**src/rtl/blockrom_stream_if.sv**
```systemverilog
// Purpose: request/response stream bundle between an address master and blockrom_stream.
// Latency: none (wires only).
// Backpressure: req_ready from the ROM side, resp_ready from the consumer side.
// Ports: req_valid/req_ready/req_addr (request), resp_valid/resp_ready/resp_data/resp_err (response).
interface blockrom_stream_if #(
   parameter int DATA_WIDTH    = 8,
   parameter int ADDRESS_WIDTH = 3
);
   logic                     req_valid;
   logic                     req_ready;
   logic [ADDRESS_WIDTH-1:0] req_addr;
   logic                     resp_valid;
   logic                     resp_ready;
   logic [DATA_WIDTH-1:0]    resp_data;
   logic                     resp_err;

   // Address generator / data consumer side
   modport master (
      output req_valid, req_addr, resp_ready,
      input  req_ready, resp_valid, resp_data, resp_err
   );

   // ROM side
   modport slave (
      input  req_valid, req_addr, resp_ready,
      output req_ready, resp_valid, resp_data, resp_err
   );
endinterface

```
**src/rtl/blockrom_stream.sv**
```systemverilog
// Purpose: parametrised read-only ROM with pseudo-random contents behind a valid/ready stream.
// Latency: 1 cycle accept-to-resp_valid; 2 cycles when BLOCKROM_STREAM_OUTREG_EN is defined.
// Backpressure: req_ready = !resp_valid || resp_ready; the whole pipeline freezes while a response is held.
// Ports: clk, rst (async active-high), bus (blockrom_stream_if.slave):
//   req_valid/req_ready/req_addr in, resp_valid/resp_ready/resp_data/resp_err out.
// Optional macro BLOCKROM_STREAM_OUTREG_EN adds a read register ahead of the output register.
module blockrom_stream #(
   parameter int          DATA_WIDTH    = 8,
   parameter int          ADDRESS_WIDTH = 3,
   parameter int          DEPTH         = 2**ADDRESS_WIDTH,
   parameter logic [63:0] SEED          = 64'hF4B1CA8127865242
) (
   input  logic               clk,
   input  logic               rst,
   blockrom_stream_if.slave   bus
);

   // Contents: xorshift64 sequence from SEED, each state scrambled by a
   // multiply; word i takes the low DATA_WIDTH bits of state i times the constant.
   function automatic logic [DEPTH*DATA_WIDTH-1:0] gen_rom();
      logic [63:0]                j;
      logic [63:0]                p;
      logic [DEPTH*DATA_WIDTH-1:0] r;
      j = SEED;
      r = '0;
      for (int i = 0; i < DEPTH; i++) begin
         p = j * 64'h2545F4914F6CDD1D;
         r[i*DATA_WIDTH +: DATA_WIDTH] = p[DATA_WIDTH-1:0];
         j = j ^ (j >> 12);
         j = j ^ (j << 25);
         j = j ^ (j >> 27);
      end
      return r;
   endfunction

   localparam logic [DEPTH*DATA_WIDTH-1:0] ROM_BITS = gen_rom();

   logic                  en;
   logic                  acc;
   logic                  addr_err;
   logic [DATA_WIDTH-1:0] rom_word;
   logic [DATA_WIDTH-1:0] rd_dat;

   logic                  out_vld;
   logic [DATA_WIDTH-1:0] out_dat;
   logic                  out_err;

   assign en  = !out_vld || bus.resp_ready;
   assign acc = bus.req_valid && en;

   assign addr_err = (64'(bus.req_addr) >= 64'(DEPTH));

   // Select by match rather than by index so an out-of-range address never
   // touches the array; no entry matches and the word stays zero.
   always_comb begin
      rom_word = '0;
      for (int i = 0; i < DEPTH; i++) begin
         if (bus.req_addr == ADDRESS_WIDTH'(i)) begin
            rom_word = ROM_BITS[i*DATA_WIDTH +: DATA_WIDTH];
         end
      end
   end

   assign rd_dat = addr_err ? '0 : rom_word;

`ifdef BLOCKROM_STREAM_OUTREG_EN
   logic                  s1_vld;
   logic [DATA_WIDTH-1:0] s1_dat;
   logic                  s1_err;

   // Both stages share one enable so a held response freezes the read stage too.
   always_ff @(posedge clk or posedge rst) begin
      if (rst) begin
         s1_vld  <= 1'b0;
         s1_dat  <= '0;
         s1_err  <= 1'b0;
         out_vld <= 1'b0;
         out_dat <= '0;
         out_err <= 1'b0;
      end else if (en) begin
         s1_vld <= acc;
         if (acc) begin
            s1_dat <= rd_dat;
            s1_err <= addr_err;
         end
         out_vld <= s1_vld;
         if (s1_vld) begin
            out_dat <= s1_dat;
            out_err <= s1_err;
         end
      end
   end
`else
   // A bubble clears only the valid; data and err keep their last value.
   always_ff @(posedge clk or posedge rst) begin
      if (rst) begin
         out_vld <= 1'b0;
         out_dat <= '0;
         out_err <= 1'b0;
      end else if (en) begin
         out_vld <= acc;
         if (acc) begin
            out_dat <= rd_dat;
            out_err <= addr_err;
         end
      end
   end
`endif

   assign bus.req_ready  = en;
   assign bus.resp_valid = out_vld;
   assign bus.resp_data  = out_dat;
   assign bus.resp_err   = out_err;

endmodule

```
**src/flat_wrapper.sv**
```systemverilog
// flat-port wrapper written by rule: the top's interface ports become plain ports
module blockrom_stream_flat 
#(
   parameter int          DATA_WIDTH    = 8,
   parameter int          ADDRESS_WIDTH = 3,
   parameter int          DEPTH         = 2**ADDRESS_WIDTH,
   parameter logic [63:0] SEED          = 64'hF4B1CA8127865242
)
  (clk, rst, bus_req_valid, bus_req_addr, bus_resp_ready, bus_req_ready, bus_resp_valid, bus_resp_data, bus_resp_err);
  blockrom_stream_if #(.DATA_WIDTH(DATA_WIDTH), .ADDRESS_WIDTH(ADDRESS_WIDTH)) bus_i ();
  input  logic clk;
  input  logic rst;
  input wire logic [$bits(bus_i.req_valid)-1:0] bus_req_valid;
  input wire logic [$bits(bus_i.req_addr)-1:0] bus_req_addr;
  input wire logic [$bits(bus_i.resp_ready)-1:0] bus_resp_ready;
  output wire logic [$bits(bus_i.req_ready)-1:0] bus_req_ready;
  output wire logic [$bits(bus_i.resp_valid)-1:0] bus_resp_valid;
  output wire logic [$bits(bus_i.resp_data)-1:0] bus_resp_data;
  output wire logic [$bits(bus_i.resp_err)-1:0] bus_resp_err;
  assign bus_i.req_valid = bus_req_valid;
  assign bus_i.req_addr = bus_req_addr;
  assign bus_i.resp_ready = bus_resp_ready;
  assign bus_req_ready = bus_i.req_ready;
  assign bus_resp_valid = bus_i.resp_valid;
  assign bus_resp_data = bus_i.resp_data;
  assign bus_resp_err = bus_i.resp_err;
  blockrom_stream #(.DATA_WIDTH(DATA_WIDTH), .ADDRESS_WIDTH(ADDRESS_WIDTH), .DEPTH(DEPTH), .SEED(SEED)) u_core (.clk(clk), .rst(rst), .bus(bus_i));
endmodule
```
**config.mk**
```make
export PLATFORM = sky130hd
export DESIGN_NAME = blockrom_stream_flat
export DESIGN_NICKNAME = d
export VERILOG_FILES = /design/src/rtl/blockrom_stream_if.sv /design/src/rtl/blockrom_stream.sv /design/src/flat_wrapper.sv
export SDC_FILE = /design/constraint.sdc
export NUM_CORES = 1
export LEC_CHECK = 0
export ABC_AREA = 0
export ABC_CLOCK_PERIOD_IN_PS = 2200
export CORE_MARGIN = 5
export CORE_UTILIZATION = 25
export CTS_BUF_LIST = sky130_fd_sc_hd__clkbuf_8
export CTS_CLUSTER_DIAMETER = 40
export CTS_CLUSTER_SIZE = 30
export DETAILED_ROUTE_END_ITERATION = 16
export MAX_ROUTING_LAYER = met4
export PLACE_DENSITY = 0.53
export SLEW_MARGIN = 5
export SYNTH_ARGS = -nofsm -noshare
export SYNTH_HDL_FRONTEND = slang
export SYNTH_SLANG_ARGS = --single-unit
```
**constraint.sdc**
```tcl
create_clock -name clk -period 2.2 [get_ports clk]
set_clock_uncertainty 0.15 [all_clocks]
set_input_delay 0.44 -clock clk [delete_from_list [all_inputs] [get_ports clk]]
set_output_delay 0.44 -clock clk [all_outputs]
set_load 0.02 [all_outputs]
```
# ---- After elaboration in Yosys (flattened, before gate mapping)
# Index checks and enable logic that the tools add are counted.
dict set report totals {
  reg_bits 9
  in_bits 7
  word_cells 22
}
dict set report classes {
  n_eq_ne 7
  n_mux 8
  n_reduce_logical 5
}
# op count
set ops {}
lappend ops {{8-bit two-way mux} 7}
lappend ops {{3-bit equality test (second input constant)} 4}
lappend ops {{7-bit two-way mux} 1}
lappend ops {{3-bit by 2-bit equality test with 1-bit output (second input constant)} 2}
lappend ops {{3-bit by 1-bit equality test with 1-bit output (second input constant)} 1}
lappend ops {{3-bit logical NOT} 1}
lappend ops {{2-bit AND reduction} 1}
lappend ops {{1-bit logical AND} 1}
lappend ops {{1-bit logical NOT} 1}
lappend ops {{1-bit logical OR} 1}

# ---- Depth between registers and ports, before layout
dict set report logic_depth {
  depth_word 9
  ltp_mapped 4
  mapped_depth_nobuf 3
}

# ---- Worst setup path after synthesis
# Ideal clock, no wire load.
dict set report synth_path {
  kind {input-to-reg}
  startpoint {input bus_resp_ready}
  endpoint {register u_core.out_dat[1] (netlist: u_core.bus.resp_data[1])}
  arrival_ns 1.086
  slack_ns 0.839
  path_stages 4
  path_buffers 1
  path_cell_list {nand2b_4 > buf_12 > nand2_8 > mux2_4}
}
dict set report synth_via {
  elab_chain_cells 3
}
# item line_no
set synth_lines {}
lappend synth_lines {{start: declaration} flat_wrapper.sv:15} ;# input wire logic [$bits(bus_i.resp_ready)-1:0] bus_resp_ready;
lappend synth_lines {{1-bit logical OR (*)} blockrom_stream.sv:48} ;# assign en = !out_vld || bus.resp_ready;
lappend synth_lines {{via bus_req_ready} flat_wrapper.sv:16} ;# output wire logic [$bits(bus_i.req_ready)-1:0] bus_req_ready;
lappend synth_lines {{1-bit logical AND} blockrom_stream.sv:49} ;# assign acc = bus.req_valid && en;
lappend synth_lines {{2-bit AND reduction (no source line) (*)} n/a}
lappend synth_lines {{end signal: assignment} blockrom_stream.sv:103} ;# out_dat <= rd_dat;
lappend synth_lines {{end: declaration} blockrom_stream.sv:45} ;# logic [DATA_WIDTH-1:0] out_dat;
# Mark *: on every way through the listed nets, which the timed path passes. The rest lies on a longest branch.
# A chain may end at the register's enable or synchronous reset.

# ---- Worst setup path in the final report
dict set report layout_path {
  startpoint {input bus_resp_ready}
  endpoint {output bus_req_ready}
}
dict set report layout_via {
  elab_chain_cells 1
}
# item line_no
set layout_lines {}
lappend layout_lines {{1-bit logical OR} blockrom_stream.sv:48}
lappend layout_lines {{end: declaration} flat_wrapper.sv:16}
# Every way passes these cells.

==> results.py <==
metrics = {
    "route": {
        "drc": 0,
        "drtAntennaViolNets": 0,
        "vias": 337,
        "viasPerCell": 4.11,
        "routed_wl_um": 955,
        "wire_per_inst_um": 11.6,
        "first_pass_iters": 2,
        "drt-initial-drc-count": 15,
    },
    "grt": {
        "grt_usage_pct": 8.24,
        "grt_util_met2_pct": 11.1,
        "grt_pass1_vias": 348,
        "grt-ovfl-total": 0,
        "antenna_found_initial": 0,
        "met3_usage_pct": 4.43,
        "use_met1_pct": 9.93,
        "gr-max-usage-layer": "met2",
        "grt_pass1_wl_um": 1590,
        "grt_max_degree": 10,
    },
    "floorplan": {
        "fp.dieH_um": 53.9,
        "ios": 18,
        "core_area_mm2": 0.00178,
        "rows": 15,
        "dieWidth_um": 53.9,
        "initial_core_util_pct": 27.0,
        "dieArea_mm2": 0.00290,
    },
    "final_layout": {
        "mostFrequentLayoutCell": "clkdlybuf4s50_1",
        "n_antenna_cell": 0,
        "seqCellArea_um2": 225,
        "nFillCells": 183,
        "layout-drive-gt1-share_pct": 19.3,
        "syn_to_final_growth_pct": 40.5,
        "multi_input_area_um2": 198,
        "nNetsFinal": 65,
        "final_cell_mix": "15 x clkdlybuf4s50_1, 9 x dfrtp_1, 6 x a21oi_1",
        "stdcell_count": 82,
    },
    "worst_setup_path": {
        "path_max_fanout": 2,
        "start_kind": "input port",
        "r2r_cells": 4,
        "required_ns": 1.61,
        "r2r-end": "u_core.bus.resp_data[3]",
        "critical_path_arrival_ns": 1.33,
        "regToRegStartpoint": "u_core.bus.resp_valid",
        "path_class": "in -> out",
        "rrSetupSlack_ns": 0.89,
        "cp-end-kind": "primary output",
    },
    "place": {
        "port_buffers": 16,
        "place_inst": 78,
        "place_ws_ns": 0.00606,
        "place.gp.congestion": 0.686,
    },
    "timing": {
        "fin_crit_ns": 1.92,
        "fmax_mhz": 519,
        "rsz0062_at_grt": "false",
        "drv_slew": 0,
        "fin_crit_sh_pct": 87.5,
        "finalHoldViolCount": 0,
        "hold_ws_ns": 0.327,
        "finalWorstSetupSlack_ns": 0.275,
        "finalSetupTns_ns": 0,
        "setup_violations": 0,
    },
    "power": {
        "p_per_area_mw_per_mm2": 792,
        "ir_drop_mv": 0.417,
        "p_leak_nw": 0.308,
    },
    "clock_network": {
        "path_clk_slew_ns": 0.05,
        "numCtsBuffers": 3,
        "cts_setup_buffers": 0,
        "ctsResizeCount": 1,
        "cts_tree": "done",
        "ctsHoldBuffers": 0,
        "cts_sinks": 9,
        "clk_latency_ns": 0.23,
        "clock_path_buffers": 2,
        "h-tree-depth": 1,
        "cts_root_buffer": "clkbuf_8",
    },
    "synthesis": {
        "avgSynthCellArea_um2": 11.7,
        "synth_compound_area_share_pct": 10.1,
        "synthSimpleGateAreaFrac_pct": 11.4,
        "syn_nets": 48,
        "netlist_instances": 41,
        "synth_top_family_by_area": "multiplexers",
        "synth-seq-area-share_pct": 46.8,
        "synthAdderAreaFrac_pct": 0,
        "synthMuxAreaShare_pct": 18.7,
        "synth_area_um2": 482,
        "ys_warn_count": 0,
        "ys_ff_latch": 9,
        "synth_xor_area_share_pct": 0,
        "synth_cell_types": 16,
    },
    "worst_hold_path": {
        "hold_path.class": "in -> async",
    },
    "status": {
        "status": "completed",
    },
    "run": {
        "drv_cap": 0,
    },
}
-- worst max path at each step --
stage                   startpoint                      end
floorplan           bus_resp_ready  u_core.bus.resp_data[1]
global placement    bus_resp_ready            bus_req_ready
detailed placement  bus_resp_ready            bus_req_ready
CTS                 bus_resp_ready            bus_req_ready
global route        bus_resp_ready            bus_req_ready
finish              bus_resp_ready            bus_req_ready
-- flip-flops by register name, indices dropped and copies added (netlist names) --
signal and flops:
u_core.bus.resp_data 8, u_core.bus.resp_valid 1
-- logic make-up (layout without fill, tap and decap cells) --
group                  Yosys count  in the layout
AOI/OAI and AO/OA                9              9
DFF                              9              9
buffers and inverters            8             24
muxes                            7              7
and+or+nand+nor                  7              7
other                            1              1
-- report_power, final --
group	switching (mW)	internal (mW)	total, mW
combinational	0.0703	0.0770	0.147
sequential	0.0119	0.188	0.200
clock	0.0673	0.122	0.189
total	0.150	0.387	0.536
-- cells in the mapped netlist --
cell type	instances	area, um^2
nor2_1	3	11.3
a21oi_1	6	30.0
a31oi_1	3	18.8
nand2b_4	1	13.8
inv_2	1	3.75
nand2_1	1	3.75
buf_4	3	22.5
conb_1	1	3.75
mux2i_1	3	30.0
nand2_8	1	20.0
buf_2	1	5.00
dfrtp_1	9	225
buf_12	1	20.0
mux2_4	4	60.1
nand2b_1	1	6.26
inv_1	2	7.51
-- critical path: stages --
cell and delay (ns):
clkdlybuf4s50_1 0.46, nand2b_4 0.11, dlygate4sd2_1 0.33
-- metal layers --
layer / vias to the layer above / share of wire (%)
met1: 158 / 47
met2: 14 / 41
met3: 2 / 11
li1: 163 / -
met5: - / 0
met4: 0 / 0.94
-- stage by stage --
stage               utilization (%)  instance area, um^2  power [mW]
floorplan                         -                  482       0.293
global placement               35.5                  633       0.351
detailed placement             35.5                  633       0.351
CTS                            38.0                  677       0.547
global route                   38.0                  677       0.567
finish                         38.0                  677       0.536
-- cell type report --
cell class	instances	area share (%)
sequential	9	33.3
multi-input combinational	24	29.2
timing repair buffer	17	24.6
clock buffer	3	6.10
tap	25	4.62
inverter	3	1.66
clock inverter	1	0.555
(Power assumes the default switching activity.)
